`src/rtl/fb_pkg.sv`:
```
// fb_pkg: shared VGA timing, framebuffer geometry and pixel types for the scanout path.
package fb_pkg;

  // 640x480@60 horizontal timing, in pixel clocks
  localparam logic [9:0] H_VISIBLE = 10'd640;
  localparam logic [9:0] H_FRONT   = 10'd16;
  localparam logic [9:0] H_SYNC    = 10'd96;
  localparam logic [9:0] H_BACK    = 10'd48;
  localparam logic [9:0] H_TOTAL   = 10'd800;

  // Vertical timing, in lines
  localparam logic [9:0] V_VISIBLE = 10'd480;
  localparam logic [9:0] V_FRONT   = 10'd10;
  localparam logic [9:0] V_SYNC    = 10'd2;
  localparam logic [9:0] V_BACK    = 10'd33;
  localparam logic [9:0] V_TOTAL   = 10'd525;

  // Framebuffer is shown 2x scaled, horizontally centred
  localparam logic [9:0] FB_X_OFFSET = 10'd64;
  localparam logic [9:0] FB_WIDTH    = 10'd256;
  localparam logic [9:0] FB_HEIGHT   = 10'd240;

  // Derived window / sync edges (end values exclusive)
  localparam logic [9:0] FB_X_END = FB_X_OFFSET + (FB_WIDTH << 1);
  localparam logic [9:0] FB_Y_END = FB_HEIGHT << 1;
  localparam logic [9:0] HS_START = H_VISIBLE + H_FRONT;
  localparam logic [9:0] HS_END   = HS_START + H_SYNC;
  localparam logic [9:0] VS_START = V_VISIBLE + V_FRONT;
  localparam logic [9:0] VS_END   = VS_START + V_SYNC;

  typedef struct packed {
    logic [3:0] r;
    logic [3:0] g;
    logic [3:0] b;
  } rgb12_t;

  // Grayscale colour for a 4-bit index
  function automatic rgb12_t gray12(input logic [3:0] i);
    return '{r: i, g: i, b: i};
  endfunction

endpackage

```
`src/rtl/fb_palette.sv`:
```
// fb_palette: 16x12 palette register file, grayscale at reset, registered read.
// Only instantiated when FB_SCANOUT_PALETTE_EN is defined. A same-cycle write and
// read of one entry returns the old colour.
module fb_palette
  import fb_pkg::*;
(
  input  logic       clk_i,
  input  logic       rst_i,
  input  logic       we_i,
  input  logic [3:0] waddr_i,
  input  logic [11:0] wdata_i,
  input  logic [3:0] raddr_i,
  output rgb12_t     rdata_o
);

  rgb12_t mem_q [16];
  rgb12_t rdata_q;

  // Entry storage and read register; read samples pre-write contents
  always_ff @(posedge clk_i or posedge rst_i) begin
    if (rst_i) begin
      for (int i = 0; i < 16; i++) mem_q[i] <= gray12(4'(i));
      rdata_q <= '0;
    end else begin
      if (we_i) mem_q[waddr_i] <= rgb12_t'(wdata_i);
      rdata_q <= mem_q[raddr_i];
    end
  end

  assign rdata_o = rdata_q;

endmodule

```
`src/rtl/fb_scanout.sv`:
```
// fb_scanout: 640x480@60 VGA scanout of the 256x240x4 framebuffer, 2x scaled to 512x480
// and centred. Three-stage pipeline: counters/address, flags + FB data, colour + syncs.
// Owns the buffer-swap handshake (pulse at hc=0, vc=480).
// Build option FB_SCANOUT_PALETTE_EN: writable 16-entry palette; otherwise grayscale.
module fb_scanout
  import fb_pkg::*;
#(
  parameter int unsigned ADDR_WIDTH   = 16,
  parameter int unsigned DATA_WIDTH   = 4,
  parameter logic [11:0] BORDER_COLOR = 12'h000
) (
  input  logic                  CLK,
  input  logic                  RESET,
  output logic [ADDR_WIDTH-1:0] FB_ADDR,
  input  logic [DATA_WIDTH-1:0] FB_DATA,
  input  logic                  SWAP_REQ,
  output logic                  FRAME_SWAP,
  output logic                  VBLANK,
  input  logic                  PAL_WE,
  input  logic [3:0]            PAL_ADDR,
  input  logic [11:0]           PAL_DATA,
  output logic                  HS,
  output logic                  VS,
  output logic                  BLANK,
  output logic [3:0]            RED,
  output logic [3:0]            GREEN,
  output logic [3:0]            BLUE
);

  // ---------------- stage 0: counters, address, swap ----------------
  logic [9:0] hc_q, hc_d, vc_q, vc_d;
  logic       pending_q, pending_d;
  logic       line_end, swap_pt;

  assign line_end = (hc_q == H_TOTAL - 10'd1);
  assign hc_d     = line_end ? '0 : hc_q + 10'd1;
  assign vc_d     = !line_end ? vc_q :
                    (vc_q == V_TOTAL - 10'd1) ? '0 : vc_q + 10'd1;

  // Swap fires at the first cycle of vblank if a request is pending or arrives now
  assign swap_pt    = (hc_q == '0) && (vc_q == V_VISIBLE);
  assign FRAME_SWAP = swap_pt && (pending_q || SWAP_REQ);
  assign pending_d  = FRAME_SWAP ? 1'b0 : (pending_q || SWAP_REQ);
  assign VBLANK     = (vc_q >= V_VISIBLE);

  // Raster counters and sticky swap request
  always_ff @(posedge CLK or posedge RESET) begin
    if (RESET) begin
      hc_q      <= '0;
      vc_q      <= '0;
      pending_q <= 1'b0;
    end else begin
      hc_q      <= hc_d;
      vc_q      <= vc_d;
      pending_q <= pending_d;
    end
  end

  logic       vis0, win0, hs0, vs0;
  logic [9:0] x_off;

  assign vis0  = (hc_q < H_VISIBLE) && (vc_q < V_VISIBLE);
  assign win0  = (hc_q >= FB_X_OFFSET) && (hc_q < FB_X_END) && (vc_q < FB_Y_END);
  assign hs0   = !((hc_q >= HS_START) && (hc_q < HS_END));
  assign vs0   = !((vc_q >= VS_START) && (vc_q < VS_END));
  assign x_off = hc_q - FB_X_OFFSET;

  // Halving both coordinates gives the 2x pixel doubling
  assign FB_ADDR = win0 ? {vc_q[8:1], x_off[8:1]} : '0;

  // ---------------- stage 1: flags, FB data arrives ----------------
  logic vis1_q, win1_q, hs1_q, vs1_q;

  // Register stage-0 flags to line up with FB_DATA
  always_ff @(posedge CLK or posedge RESET) begin
    if (RESET) begin
      vis1_q <= 1'b0;
      win1_q <= 1'b0;
      hs1_q  <= 1'b1;
      vs1_q  <= 1'b1;
    end else begin
      vis1_q <= vis0;
      win1_q <= win0;
      hs1_q  <= hs0;
      vs1_q  <= vs0;
    end
  end

  // ---------------- stage 2: colour, syncs to pins ----------------
  rgb12_t src_rgb;

`ifdef FB_SCANOUT_PALETTE_EN
  fb_palette u_pal (
    .clk_i   (CLK),
    .rst_i   (RESET),
    .we_i    (PAL_WE),
    .waddr_i (PAL_ADDR),
    .wdata_i (PAL_DATA),
    .raddr_i (FB_DATA[3:0]),
    .rdata_o (src_rgb)
  );
`else
  rgb12_t gray_q;

  // Fixed grayscale: index replicated on all three channels
  always_ff @(posedge CLK or posedge RESET) begin
    if (RESET) gray_q <= '0;
    else       gray_q <= {FB_DATA[3:0], FB_DATA[3:0], FB_DATA[3:0]};
  end

  assign src_rgb = gray_q;

  logic unused_pal;
  assign unused_pal = ^{PAL_WE, PAL_ADDR, PAL_DATA};
`endif

  logic vis2_q, win2_q, hs_q, vs_q, blank_q;

  // Final flag register, aligned with the colour source register
  always_ff @(posedge CLK or posedge RESET) begin
    if (RESET) begin
      vis2_q  <= 1'b0;
      win2_q  <= 1'b0;
      hs_q    <= 1'b1;
      vs_q    <= 1'b1;
      blank_q <= 1'b1;
    end else begin
      vis2_q  <= vis1_q;
      win2_q  <= win1_q;
      hs_q    <= hs1_q;
      vs_q    <= vs1_q;
      blank_q <= !vis1_q;
    end
  end

  rgb12_t pix;

  // Pick palette / border / black from stage-2 registers
  always_comb begin
    pix = '0;
    if (vis2_q) pix = win2_q ? src_rgb : rgb12_t'(BORDER_COLOR);
  end

  assign HS    = hs_q;
  assign VS    = vs_q;
  assign BLANK = blank_q;
  assign RED   = pix.r;
  assign GREEN = pix.g;
  assign BLUE  = pix.b;

  logic unused_x;
  assign unused_x = ^{x_off[9], x_off[0]};

endmodule

```
`config.mk`:
```
export PLATFORM = sky130hd
export DESIGN_NAME = fb_scanout
export DESIGN_NICKNAME = d
export VERILOG_FILES = /design/src/rtl/fb_pkg.sv /design/src/rtl/fb_palette.sv /design/src/rtl/fb_scanout.sv
export SDC_FILE = /design/constraint.sdc
export NUM_CORES = 1
export LEC_CHECK = 0
export CAP_MARGIN = 5
export CORE_AREA = 4 4 72 74
export CTS_CLUSTER_DIAMETER = 100
export DETAILED_ROUTE_END_ITERATION = 6
export DIE_AREA = 0 0 76 78
export PLACE_DENSITY = 0.69
export SLEW_MARGIN = 20
export SYNTH_ARGS = -nofsm -noshare
export SYNTH_HDL_FRONTEND = slang
export SYNTH_SLANG_ARGS = --single-unit
```
`constraint.sdc`:
```
create_clock -name CLK -period 2.38 [get_ports CLK]
set_input_delay 0.476 -clock CLK [delete_from_list [all_inputs] [get_ports CLK]]
set_output_delay 0.476 -clock CLK [all_outputs]
set_load 0.01 [all_outputs]
```
# Word-level counts from Yosys, hierarchy flattened
# Cells that the tools add are included.
# W data, S select, Z words.
[totals]
reg_bits = 34
input_bits = 24
output_inout_bits = 33
word_cells = 46
[op_classes]
add_sub_neg = 3
order_cmp = 9
n_eq_ne = 3
n_mux = 6
reduce_logical = 12
[ops]
columns = ["operator", "count"]
rows = [
  ["$lt A10 B10 Y1 const B", 3],
  ["$mux W12", 2],
  ["$add A10 B1 Y10 const B", 2],
  ["$eq A10 B10 Y1 const B", 2],
  ["$ge A10 B9 Y1 const B", 2],
  ["$lt A10 B9 Y1 const B", 2],
  ["$mux W10", 2],
  ["$mux W16", 1],
  ["$eq A10 B9 Y1 const B", 1],
  ["$ge A10 B10 Y1 const B", 1],
  ["$ge A10 B7 Y1 const B", 1],
  ["$logic_not A10 Y1", 1],
  ["$sub A9 B7 Y9 const B", 1],
  ["$logic_and A1 B1 Y1", 7],
  ["$logic_not A1 Y1", 3],
  ["$logic_or A1 B1 Y1", 1],
  ["$mux W1", 1],
]

# Logic depth before layout (Yosys ltp)
[depth]
word_depth = 4
ltp_mapped = 7
mapped_depth_nobuf = 6

# Worst setup path before layout
# Ideal clock, no wire load.
[synth_path]
path_type = "flip-flop to output port"
startpoint = "reg hc_q[4]"
endpoint = "out FB_ADDR[10]"
arrival_ps = 1609
t_required_ps = 1904
slack_ps = 295
path_stages_with_launch = 7
path_buffers = 2
path_cell_list = "dfrtp_1 buf_2 nor4_1 a311oi_1 a211oi_2 buf_2 and2_1"
[synth_via]
elab_chain_len = 4
word_cells_on_any_way = 5
[synth_lines]
columns = ["item", "line_no", "rtl"]
rows = [
  ["start, declared", "fb_scanout.sv:31", "logic [9:0] hc_q, hc_d, vc_q, vc_d;"],
  ["start signal, assigned", "fb_scanout.sv:49", "hc_q <= '0;"],
  ["start signal, assigned", "fb_scanout.sv:53", "hc_q <= hc_d;"],
  ["$ge A10 B7 Y1 or $lt A10 B10 Y1 (tied branches)", "fb_scanout.sv:63", "assign win0 = (hc_q >= FB_X_OFFSET) && (hc_q < FB_X_END) && (vc_q < FB_Y_END);"],
  ["$logic_and A1 B1 Y1 * (2 in series)", "fb_scanout.sv:63", ""],
  ["net win0", "fb_scanout.sv:59", "logic vis0, win0, hs0, vs0;"],
  ["$mux W16 *", "fb_scanout.sv:69", "assign FB_ADDR = win0 ? {vc_q[8:1], x_off[8:1]} : '0;"],
  ["end, declared", "fb_scanout.sv:14", "output logic [ADDR_WIDTH-1:0] FB_ADDR,"],
]
# Mark *: on every way through the listed nets, which the timed path passes. The rest lies on a longest branch.

# Worst setup path after layout
[layout_path]
startpoint = "reg hc_q[5]"
endpoint = "out FB_ADDR[13]"
[layout_via]
elab_chain_len = 4
word_cells_on_any_way = 5
[layout_lines]
columns = ["item", "line_no"]
rows = [
  ["$ge A10 B7 Y1 or $lt A10 B10 Y1 (tied branches)", "fb_scanout.sv:63"],
  ["$logic_and A1 B1 Y1 * (2 in series)", "fb_scanout.sv:63"],
  ["$mux W16 *", "fb_scanout.sv:69"],
]
# Mark *: on every way between the ends. The rest lies on a longest branch, timed or not.

==> impl_metrics.csv <==
group,metric,value,unit
outcome,status,"finished, violations left",
outcome,violations,"setup timing",
timing,setup_ws,-0.0707,ns
yosys,synthArstFlopShare,100,%
critical_path,worstReg2RegEnd,"vc_q[9]$_DFFE_PP0N_",
layout,fin_util,56.5,%
clocking,clkLatencyLatePin,0.28,ns
timing,rsz0062_at_grt,"yes",
layout,nFillCells,416,
grt,grt_pass1_vias,1492,
floorplanning,fp.dieArea,5930,um^2
critical_path,r2r_slack,0.32,ns
run,maxCapViolations,0,
routing,vias_per_cell,5.03,
routing,drc,0,
power_and_ir_drop,peakVddDrop,0.190,mV
critical_path,cpMaxStageDelayCell,"dfrtp_1",
worst_hold_path,min_from,"win1_q$_DFF_PP0_",
grt,grt_max_degree,35,
yosys,ys_seq_area_share,48.2,%
clocking,cts.sinks,34,
yosys,syn_nets,214,
routing,wl_per_cell,13.5,um
placed_design,gp_congestion,0.819,
routing,top_layer_used,"met4",
layout,finish.net_count,281,
yosys,syn_area,1780,um^2
worst_hold_path,hold_path.class,"flip-flop to flip-flop",
critical_path,r2r_start,"hc_q[7]$_DFF_PP0_",
yosys,ys_warn_count,0,
placed_design,hpwl,3.00,mm
routing,wl_met1,1.85,mm
grt,grt.total_usage,14.5,%
critical_path,crit_path_start_kind,"flip-flop",
layout,syn_to_final_growth,46.0,%
power_and_ir_drop,leakagePower,1.24,nW
floorplanning,io_pins,57,
layout,design_area,2600,um^2
yosys,synthDistinctLibCells,37,
routing,drt-total-wl,4.09,mm
clocking,cts_buffers,5,
clocking,path_clk_slew,0.07,ns
critical_path,worstSetupPathType,"flip-flop to primary output",
clocking,clk_path_buf_depth,2,
critical_path,cp.arrival,1.97,ns
critical_path,required,1.90,ns
timing,fin_crit_sh,103,%
clocking,ctsHoldBuffers,0,
routing,wl_met3,179,um
timing,finClkSkew,0.00594,ns
placed_design,port_buffers,39,
yosys,ys_top_cells_by_count,"dfrtp_1, and2_1, o21ai_0",
yosys,synth.largest_area_cell,"dfrtp_1",
critical_path,cp_slowest_stage_delay,0.39,ns
layout,regArea,857,um^2
timing,relSlewSlack,72.0,%
routing,ant_nets,0,
routing,drt_iter0_drc,63,
critical_path,crit_buf_inv,4,
routing,drtPass1Iterations,4,
yosys,yosysMostFrequentCell,"dfrtp_1",
critical_path,crit_chain,"nor4_2, buf_4, a311oi_2, a211oi_2, buf_4, buf_6, and2_4, buf_6",
floorplanning,initial_core_util,38.7,%
power_and_ir_drop,powerDensity,398,nW/um^2
grt,antenna_found_initial,0,
timing,holdWs,0.355,ns
worst_hold_path,hold_depth,0,
layout,reg_top3,"hc_q x10, vc_q x10, gray_q x4",
yosys,synth_edf_count,0,
floorplanning,core,4600,um^2
timing,hold_viol_final,0,
yosys,ys_top_cells_by_area,"dfrtp_1, dfstp_2, ha_1",
timing,setup_viol,13,
floorplanning,die_h,78,um
routing,vias,1524,
critical_path,cpLargestDelayFamily,"buffers and inverters",
clocking,root_buffer,"clkbuf_8",
placed_design,placed_cell_area,2370,um^2
layout,multiInputGateArea,866,um^2
timing,worst_slew_pin_slew,0.417,ns
yosys,synth_flop_cell,"dfrtp_1",
floorplanning,rows,25,
timing,period_minus_slack,2.45,ns
layout,drive_gt1_share,35.3,%
yosys,synth.top_cell.area_share,40.8,%
critical_path,cp.depth,8,
yosys,ys_ff_latch,34,
yosys,synthCells,181,
power_and_ir_drop,report.power.total,1.03,mW
routing,routed-wl-met2,1.97,mm
grt,overflow,0,
worst_hold_path,hold_end,"win2_q$_DFF_PP0_",
timing,clock.fmax,0.408,GHz
critical_path,crit_fanout,3,
yosys,syn_area_per_cell,9.83,um^2
clocking,cts_tree,"built",
clocking,htreeDepth,2,
floorplanning,dieWidth,76,um
grt,grt_pass1_wl,6.98,mm
timing,slew_viol_final,0,
critical_path,reg2regPathDepth,7,
critical_path,endpoint_kind,"primary output",
layout,num_antenna_cells,0,
## through the flow
step / TNS [ns] / setup slack [ns] / instances
floorplan: 0 / 0.295 / 181
global placement: -1.76 / -0.189 / 289
detailed placement: -1.59 / -0.214 / 289
CTS: -1.05 / -0.0985 / 303
global route: -2.84 / -0.218 / 303
finish: -0.757 / -0.0707 / 303
## repair_timing
action                                  CTS  global route
gates resized for setup                  96            15
endpoints found under the setup margin   17            17
buffers inserted                          5             0
pin swaps                                 9             3
cloned                                    1             0
## cell families after synthesis
kind of cell | Yosys count | synth area share (%)
fa+ha+maj | 9 | 6.33
xor+xnor | 8 | 3.94
simple gates | 77 | 24.5
buf+inv | 25 | 7.31
compound gates | 28 | 9.78
flops | 34 | 48.2
## area by class of cell
class	count	area share [%]
Clock buffer	7	3.32
Timing Repair Buffer	75	26.1
Inverter	10	1.45
Multi-Input combinational cell	122	33.3
Sequential cell	34	33.0
Tap cell	54	2.60
Clock inverter	1	0.193
## worst register-to-register path, cell delays in order (launching register included)
cell and delay (ns):
dfrtp_1 0.39, inv_2 0.08, ha_1 0.18, buf_4 0.11, nand4_1 0.12, or3_1 0.48, or4_1 0.53, o21ai_0 0.09
## power breakdown
| part | leakage, nW | switching, mW | internal [mW] |
|---|---|---|---|
| Clock | 0.0482 | 0.196 | 0.233 |
| Sequential | 0.418 | 0.000690 | 0.582 |
| Combinational | 0.772 | 0.0123 | 0.00973 |
| Total | 1.24 | 0.209 | 0.824 |
## how the worst max path moves through the flow
| stage | startpoint | to | slack (ns) |
|---|---|---|---|
| finish | hc_q[5]$_DFF_PP0_ | FB_ADDR[13] | -0.07 |
| global route | hc_q[5]$_DFF_PP0_ | FB_ADDR[9] | -0.22 |
| CTS | hc_q[5]$_DFF_PP0_ | FB_ADDR[10] | -0.1 |
| detailed placement | hc_q[2]$_DFF_PP0_ | FB_ADDR[7] | -0.21 |
| global placement | hc_q[2]$_DFF_PP0_ | FB_ADDR[7] | -0.19 |
| floorplan | hc_q[4]$_DFF_PP0_ | FB_ADDR[10] | 0.30 |
## routing by layer
layer | vias up | track usage (%)
met5 | - | 0
met4 | 0 | 7.12
met3 | 9 | 3.25
met2 | 42 | 24.1
met1 | 722 | 17.6
li1 | 751 | -
## layout by cell type (no fill, tap or decap), types with 2 or more instances in the layout
cell type | netlist | routed
clkbuf_8 | 0 | 6
clkdlybuf4s50_1 | 0 | 22
o21ai_0 | 12 | 12
o21a_1 | 3 | 3
nand4_1 | 5 | 5
nand2b_1 | 3 | 3
inv_1 | 10 | 8
and2_1 | 15 | 4
nor3_1 | 5 | 5
nand3_1 | 9 | 9
inv_2 | 0 | 2
a31oi_1 | 3 | 3
ha_1 | 9 | 9
and2_4 | 0 | 11
a21oi_1 | 4 | 4
or3_1 | 5 | 4
xor2_1 | 4 | 4
nand2_1 | 10 | 10
xnor2_1 | 4 | 4
buf_6 | 0 | 16
dfrtp_1 | 29 | 29
and3_1 | 8 | 8
buf_4 | 8 | 31
dfstp_2 | 5 | 5
buf_2 | 3 | 5
nor2_1 | 7 | 7
Power figures use the tool's default switching activity.
